## src/rtl/pattern_frame_ctrl.sv

```systemverilog
// Framed, non-overlapping 4-bit serial pattern search with a match count.
// A host start latches pattern and frame length; exactly frame_len bits are consumed.
module pattern_frame_ctrl #(
    parameter int LEN_W = 8,
    parameter int CNT_W = 8
) (
    input  logic             clock,
    input  logic             rst_n,
    input  logic             start,
    input  logic [3:0]       pattern,
    input  logic [LEN_W-1:0] frame_len,
    input  logic             ser_valid,
    input  logic             ser_in,
    output logic             ser_ready,
    output logic             busy,
    output logic             found,
    output logic [CNT_W-1:0] match_count,
    output logic             overflow,
    output logic             done
);

    typedef enum logic [1:0] {IDLE, ARM, SCAN, DONE} state_t;

    state_t           state;
    logic [3:0]       pat_q;
    logic [3:0]       window;
    logic [LEN_W-1:0] len_q;
    logic [LEN_W-1:0] remaining;
    logic [2:0]       fresh;

    logic             accept;
    logic [3:0]       win_nxt;
    logic [2:0]       fresh_nxt;
    logic             hit;

    function automatic logic [2:0] sat_fresh(input logic [2:0] f);
        return (f >= 3'd4) ? 3'd4 : f + 3'd1;
    endfunction

    function automatic logic [CNT_W-1:0] sat_count(input logic [CNT_W-1:0] c);
        return (&c) ? c : c + CNT_W'(1);
    endfunction

    assign ser_ready = (state == SCAN);
    assign busy      = (state != IDLE);
    assign accept    = ser_valid && ser_ready;
    assign win_nxt   = {window[2:0], ser_in};
    assign fresh_nxt = sat_fresh(fresh);
    // Only a full set of post-match bits may form a hit, so prefill never matches.
    assign hit       = (win_nxt == pat_q) && (fresh_nxt == 3'd4);

    always_ff @(posedge clock or negedge rst_n) begin
        if (!rst_n) begin
            state       <= IDLE;
            pat_q       <= '0;
            len_q       <= '0;
            window      <= '0;
            remaining   <= '0;
            fresh       <= '0;
            found       <= 1'b0;
            done        <= 1'b0;
            match_count <= '0;
            overflow    <= 1'b0;
        end else begin
            found <= 1'b0;
            done  <= 1'b0;
            case (state)
                IDLE: begin
                    if (start) begin
                        pat_q       <= pattern;
                        len_q       <= frame_len;
                        match_count <= '0;
                        overflow    <= 1'b0;
                        state       <= ARM;
                    end
                end
                ARM: begin
                    window    <= {4{~pat_q[0]}};
                    fresh     <= '0;
                    remaining <= len_q;
                    if (len_q == '0) begin
                        state <= DONE;
                        done  <= 1'b1;
                    end else begin
                        state <= SCAN;
                    end
                end
                SCAN: begin
                    if (accept) begin
                        window    <= win_nxt;
                        remaining <= remaining - LEN_W'(1);
                        if (hit) begin
                            found       <= 1'b1;
                            fresh       <= '0;
                            match_count <= sat_count(match_count);
                            if (&match_count)
                                overflow <= 1'b1;
                        end else begin
                            fresh <= fresh_nxt;
                        end
                        if (remaining == LEN_W'(1)) begin
                            state <= DONE;
                            done  <= 1'b1;
                        end
                    end
                end
                DONE: begin
                    state <= IDLE;
                end
                default: state <= IDLE;
            endcase
        end
    end

endmodule
```

## config.mk

```make
export PLATFORM = sky130hd
export DESIGN_NAME = pattern_frame_ctrl
export DESIGN_NICKNAME = d
export VERILOG_FILES = /design/src/rtl/pattern_frame_ctrl.sv
export SDC_FILE = /design/constraint.sdc
export NUM_CORES = 1
export LEC_CHECK = 0
export ABC_AREA = 1
export ABC_CLOCK_PERIOD_IN_PS = 4900
export CORE_MARGIN = 2
export CORE_UTILIZATION = 59
export DETAILED_ROUTE_END_ITERATION = 16
export HOLD_SLACK_MARGIN = 0.06
export PLACE_DENSITY = 0.88
export SETUP_SLACK_MARGIN = 0.15
export SYNTH_ARGS = -nofsm -noshare
export SYNTH_HDL_FRONTEND = slang
export SYNTH_SLANG_ARGS = --single-unit
```

## constraint.sdc

```tcl
create_clock -name clock -period 4.9 [get_ports clock]
set_input_delay 0.735 -clock clock [delete_from_list [all_inputs] [get_ports clock]]
set_output_delay 0.735 -clock clock [all_outputs]
set_load 0.05 [all_outputs]
```

==> results of run 1 <==
worst min path at each step:
stage / end / slack, ns / cells past startpoint
3_5_place_dp: match_count[7] / 0.50 / 2
6_report: overflow / 0.52 / 2
2_1_floorplan: done / 0.44 / 0
3_3_place_gp: match_count[7] / 0.49 / 2
5_1_grt: overflow / 0.56 / 2
4_1_cts: match_count[7] / 0.52 / 2
cell families (layout without fill, tap and decap cells):
family / count (synthesis) / count (layout) / share of synthesized area, %
and+or+nand+nor: 125 / 125 / 25.84
buffers and inverters: 49 / 79 / 9.684
AOI/OAI and AO/OA: 48 / 48 / 12.16
DFF: 39 / 39 / 43.92
adders and majority gates: 9 / 9 / 5.068
muxes: 5 / 5 / 2.534
xor gates and xnor gates: 2 / 2 / 0.7884
placed cells by master (no fill, tap or decap), types with 2 or more instances in the layout:
cell type	n
nor2_4	2
o21ai_0	22
nor2_1	28
nand2_4	2
nand3_1	10
mux2_2	5
ha_1	9
clkdlybuf4s50_1	28
o22ai_1	3
nand2_1	62
nor3_1	4
nand4_1	9
inv_1	37
a21oi_1	17
inv_2	3
xor2_1	2
or2_2	2
clkbuf_8	6
nand2_2	2
dfrtp_1	39
o211ai_1	2
state kept, by name (all words and copies together), names as in the netlist:
| signal | cells |
|---|---|
| len_q | 8 |
| match_count | 8 |
| pat_q | 4 |
| done | 1 |
| remaining | 8 |
| state | 2 |
| fresh | 3 |
| overflow | 1 |
| found | 1 |
| window | 3 |
worst max-delay path, cell delays in order, from the launching register on:
cell and delay, ns:
dfrtp_1 0.40, inv_1 0.13, ha_1 0.17, buf_4 0.29, clkdlybuf4s50_1 0.87
cell type report:
| type | count | area, sq um | share of cell area [%] |
|---|---|---|---|
| Multi-Input combinational cell | 189 | 1031 | 39.00 |
| Sequential cell | 39 | 975.9 | 36.91 |
| Timing Repair Buffer | 30 | 292.8 | 11.07 |
| Inverter | 41 | 166.4 | 6.294 |
| Clock buffer | 6 | 82.58 | 3.124 |
| Tap cell | 48 | 60.06 | 2.272 |
| Clock inverter | 2 | 35.03 | 1.325 |
layer usage:
| layer | vias to the layer above | wire, microns |
|---|---|---|
| li1 | 952 | - |
| met1 | 865 | 1904 |
| met2 | 56 | 2211 |
| met3 | 8 | 215 |
| met4 | 0 | 84 |
| met5 | - | 0 |
through the flow:
step | cell area [sq um] | util [%] | instances
2_1_floorplan | 2222 | - | 277
3_3_place_gp | 2526 | 69.52 | 347
3_5_place_dp | 2526 | 69.52 | 347
4_1_cts | 2644 | 72.76 | 355
5_1_grt | 2644 | 72.76 | 355
6_report | 2644 | 72.76 | 355
power breakdown:
group	switching (mW)	total [mW]	leakage, nW	internal [mW]
clock network	0.115	0.279	0.0612	0.165
registers	0.0743	0.516	0.485	0.442
logic	0.495	0.750	0.748	0.254
==> out/results.txt, run 1 <==
Clock root buffer -> clkbuf_8
Layout Nets -> 332
# hold bufs at CTS -> 0
Leakage power -> 1.295 nW
ANT nets after route -> 0
Initial antenna violation count -> 0
Clock Tree Buf Depth -> 2
Setup WS post-layout -> 2.010 ns
Initial Util -> 61.16%
Synth Register Bits -> 39
Setup crit end -> ser_ready
Buffers on Ports -> 29
Crit path capture type -> output port
Max Cap Viol -> 0
Slew headroom -> 44.37%
Die area -> 4273 sq um
Clock slew at reported path FFs -> 0.08 ns
F_max -> 346.0 MHz
CTS tree -> done
Met3 usage -> 6.164%
Final period utilization -> 58.99%
Vias in the first global route -> 1853
CP Data Required Time -> 4.16 ns
Clk Latency, worst-skew pair -> 0.30 ns
Final Hold Vio Count -> 0
EDFF count, synth -> 0
Io pins -> 30
Routing usage on met1 -> 27.18%
Largest cells by area after synthesis -> dfrtp_1, nand2_1, inv_1, ha_1, o21ai_0
Grt total ovfl -> 0
Hpwl dp -> 3.073 mm
Die X -> 65.37 microns
# diodes -> 0
First-pass DRT Iterations -> 4
Fin. max-slew vios -> 0
CTS sink count -> 39
Post-synth top cells -> nand2_1, dfrtp_1, inv_1
CP max FO -> 19
Final min period -> 2.890 ns
Largest net degree at the start of global routing -> 40
Iter 0 DRT Violations -> 99
Share of layout cells above drive strength 1 -> 10.10%
Drt via density -> 5.299
Count leader, synth -> nand2_1
Critical path arrival -> 2.16 ns
Synth cell types -> 32
Fillers -> 267
DRC Markers -> 0
Setup slack at placement -> 2.349 ns
Crit path from -> state[0]
Final hold slack -> 0.5173 ns
Post-synth top area cell -> dfrtp_1
Die Y -> 65.37 microns
Syn Nets -> 303
FP Rows -> 22
Post-cts resize count -> 0
Hold Path Class -> reg -> reg
# setup viols final -> 0
Placer congestion estimate -> 0.8740
Synth warnings -> 0
GRT Total Usage -> 23.46%
Final total power -> 1.545 mW
Cells after synthesis -> 277
DR vias -> 1881
Ys async rst share -> 100.0%
Maximum vdd ir drop -> 0.3475 mV
Worst r2r path cells -> 10
Top cell type's share of synthesized area -> 43.92%
Clock skew -> 0.004625 ns
Slew @ Worst Pin -> 0.8345 ns
Core Footprint -> 3633 sq um
Worst Hold Launch -> overflow
H-tree depth -> 2
Avg WL per Cell -> 12.44 microns
Critical R2R Capture -> remaining[3]
Number of post-CTS setup repair buffers -> 0
Seq/Total Area, Yosys -> 43.92%
DRT Wirelength -> 4.415 mm
Synth-to-Final Area Change -> 18.98%
R2R Path Start -> state[0]
First-pass GRT wire length -> 7.679 mm
Synthesized cell area -> 2222 sq um
RSZ-0062 raised after global routing -> no
Setup slack, reg-to-reg -> 2.87 ns
Worst setup SP type -> register
Run status -> finished, final reports clean
Met2 Usage GRT -> 40.94%
Synth Area per Inst -> 8.022 sq um
Pwr/cell area -> 584.6 nW/um^2
TNS Setup -> 0 ns
Busiest grt layer -> met2
Setup Crit Path Kind -> reg -> out
Dominant synthesized flop cell -> dfrtp_1
CTS buffer count -> 5
Power figures use the tool's default switching activity.
==> inputs of run 2 (changes only) <==
--- a/config.mk
+++ b/config.mk
@@ -6,12 +6,12 @@
 export NUM_CORES = 1
 export LEC_CHECK = 0
 export ABC_AREA = 1
-export ABC_CLOCK_PERIOD_IN_PS = 4900
+export ABC_CLOCK_PERIOD_IN_PS = 2700
 export CORE_MARGIN = 2
-export CORE_UTILIZATION = 59
+export CORE_UTILIZATION = 55
 export DETAILED_ROUTE_END_ITERATION = 16
 export HOLD_SLACK_MARGIN = 0.06
-export PLACE_DENSITY = 0.88
+export PLACE_DENSITY = 0.83
 export SETUP_SLACK_MARGIN = 0.15
 export SYNTH_ARGS = -nofsm -noshare
 export SYNTH_HDL_FRONTEND = slang
==> constraint.sdc (replaced) <==
create_clock -name clock -period 2.7 [get_ports clock]
set_input_delay 0.405 -clock clock [delete_from_list [all_inputs] [get_ports clock]]
set_output_delay 0.405 -clock clock [all_outputs]
set_load 0.05 [all_outputs]
==> run 2 against run 1 <==
Sequential power rose by 83%. Die area rose by 6.8%. Largest power group unchanged. Count of clock-buffer cells in the layout did not move. Core utilization down 5.2 points.
==> out/results.txt, run 2 (synthesis gave the netlist of run 1 again) <==
First-pass GRT wire length -> 8.017 mm
# setup viols final -> 0
Worst setup SP type -> register
CTS sink count -> 39
RSZ-0062 raised after global routing -> no
Clock root buffer -> clkbuf_8
Maximum vdd ir drop -> 0.5895 mV
Die Y -> 67.56 microns
Clock Tree Buf Depth -> 2
Crit path capture type -> output port
Largest net degree at the start of global routing -> 40
Io pins -> 30
Final Non-Filler Cells -> 358
Max Cap Viol -> 0
CP max FO -> 4
Post-layout util -> 67.57%
Final total power -> 2.858 mW
Run status -> finished, final reports clean
FP Rows -> 23
Final Hold Vio Count -> 0
DR vias -> 1884
Post-cts resize count -> 0
Core Footprint -> 3943 sq um
TNS Setup -> 0 ns
Commonest non-fill, non-tap cell in the layout -> nand2_1
Clock skew -> 0.005949 ns
# diodes -> 0
Setup slack at placement -> 0.6364 ns
Setup Crit Path Kind -> reg -> out
Die X -> 67.56 microns
Fillers -> 329
Initial Util -> 56.36%
Most frequent cells in the layout -> nand2_1, dfrtp_1, inv_1
Final min period -> 2.347 ns
Biggest regs -> len_q: 8 flops, match_count: 8 flops, remaining: 8 flops
GRT Total Usage -> 23.64%
Placed inst area -> 2546 sq um
First-pass DRT Iterations -> 4
Final period utilization -> 86.92%
Layout Nets -> 333
Fin. max-slew vios -> 0
Slew headroom -> 42.36%
CTS tree -> done
Avg WL per Cell -> 12.91 microns
Placed cells -> 350
# hold bufs at CTS -> 0
Iter 0 DRT Violations -> 132
Placer congestion estimate -> 0.8941
Final hold slack -> 0.2139 ns
Clock slew at reported path FFs -> 0.08 ns
Share of layout cells above drive strength 1 -> 10.71%
Initial antenna violation count -> 0
Pwr/cell area -> 1073 nW/um^2
CP Data Required Time -> 2.30 ns
Number of post-CTS setup repair buffers -> 0
DRC Markers -> 0
Buffers on Ports -> 29
Grt total ovfl -> 0
Die area -> 4564 sq um
Setup WS post-layout -> 0.3533 ns
Clk Latency, worst-skew pair -> 0.30 ns
Hpwl dp -> 3.272 mm
Hold Path Class -> in -> async
ANT nets after route -> 0
DRT Wirelength -> 4.623 mm
CTS buffer count -> 5
Area taken by multi-input logic gates -> 1031 sq um
Leakage power -> 1.305 nW
F_max -> 426.1 MHz
H-tree depth -> 2
Drt via density -> 5.263
Vias in the first global route -> 1864
Synth-to-Final Area Change -> 19.88%
Slew @ Worst Pin -> 0.8647 ns
Critical path arrival -> 1.94 ns
Seq. cell area -> 975.9 sq um
Post-layout instance area -> 2664 sq um
-- run 2: cell types whose count changed in the layout (fill, tap and decap cells not counted), sizes merged --
| cell | delta |
|---|---|
| buf | +2 |
| clkdlybuf4s50 | -1 |
-- run 2: final cells by class --
cell class | instances | share of cell area (%)
inverters | 41 | 6.247
repair buffers | 31 | 11.65
multi-input cells | 189 | 38.70
well taps | 50 | 2.349
flip-flops and latches | 39 | 36.64
clock buffers | 6 | 3.100
clock inverters | 2 | 1.315
-- run 2: final timing paths --
path	start	endpoint	slack [ns]	cells past startpoint
hold / removal	rst_n	match_count[4]	0.21	1
max in group asynchronous	rst_n	remaining[1]	1.94	1
hold reg to reg	remaining[7]	remaining[7]	0.52	2
setup reg to reg	state[0]	remaining[3]	0.63	9
setup / recovery	state[0]	busy	0.35	4
min in group clock	remaining[7]	remaining[7]	0.52	2
-- run 2: metal layers --
| layer | share of wire, % | GRT usage (%) |
|---|---|---|
| met1 | 45 | 29.21 |
| met2 | 50 | 38.85 |
| met3 | 3.4 | 4.667 |
| met4 | 1.5 | 12.50 |
| met5 | 0 | 0 |
-- run 2: where the power goes --
part,switching (mW),leakage [nW],internal [mW]
Combinational,0.908,0.758,0.490
Clock,0.217,0.0612,0.299
Sequential,0.141,0.485,0.802
-- run 2: critical path: stages, from the launching register on --
cell,delay (ns)
dfrtp_1,0.38
inv_1,0.09
ha_1,0.22
inv_1,0.13
clkdlybuf4s50_1,0.82
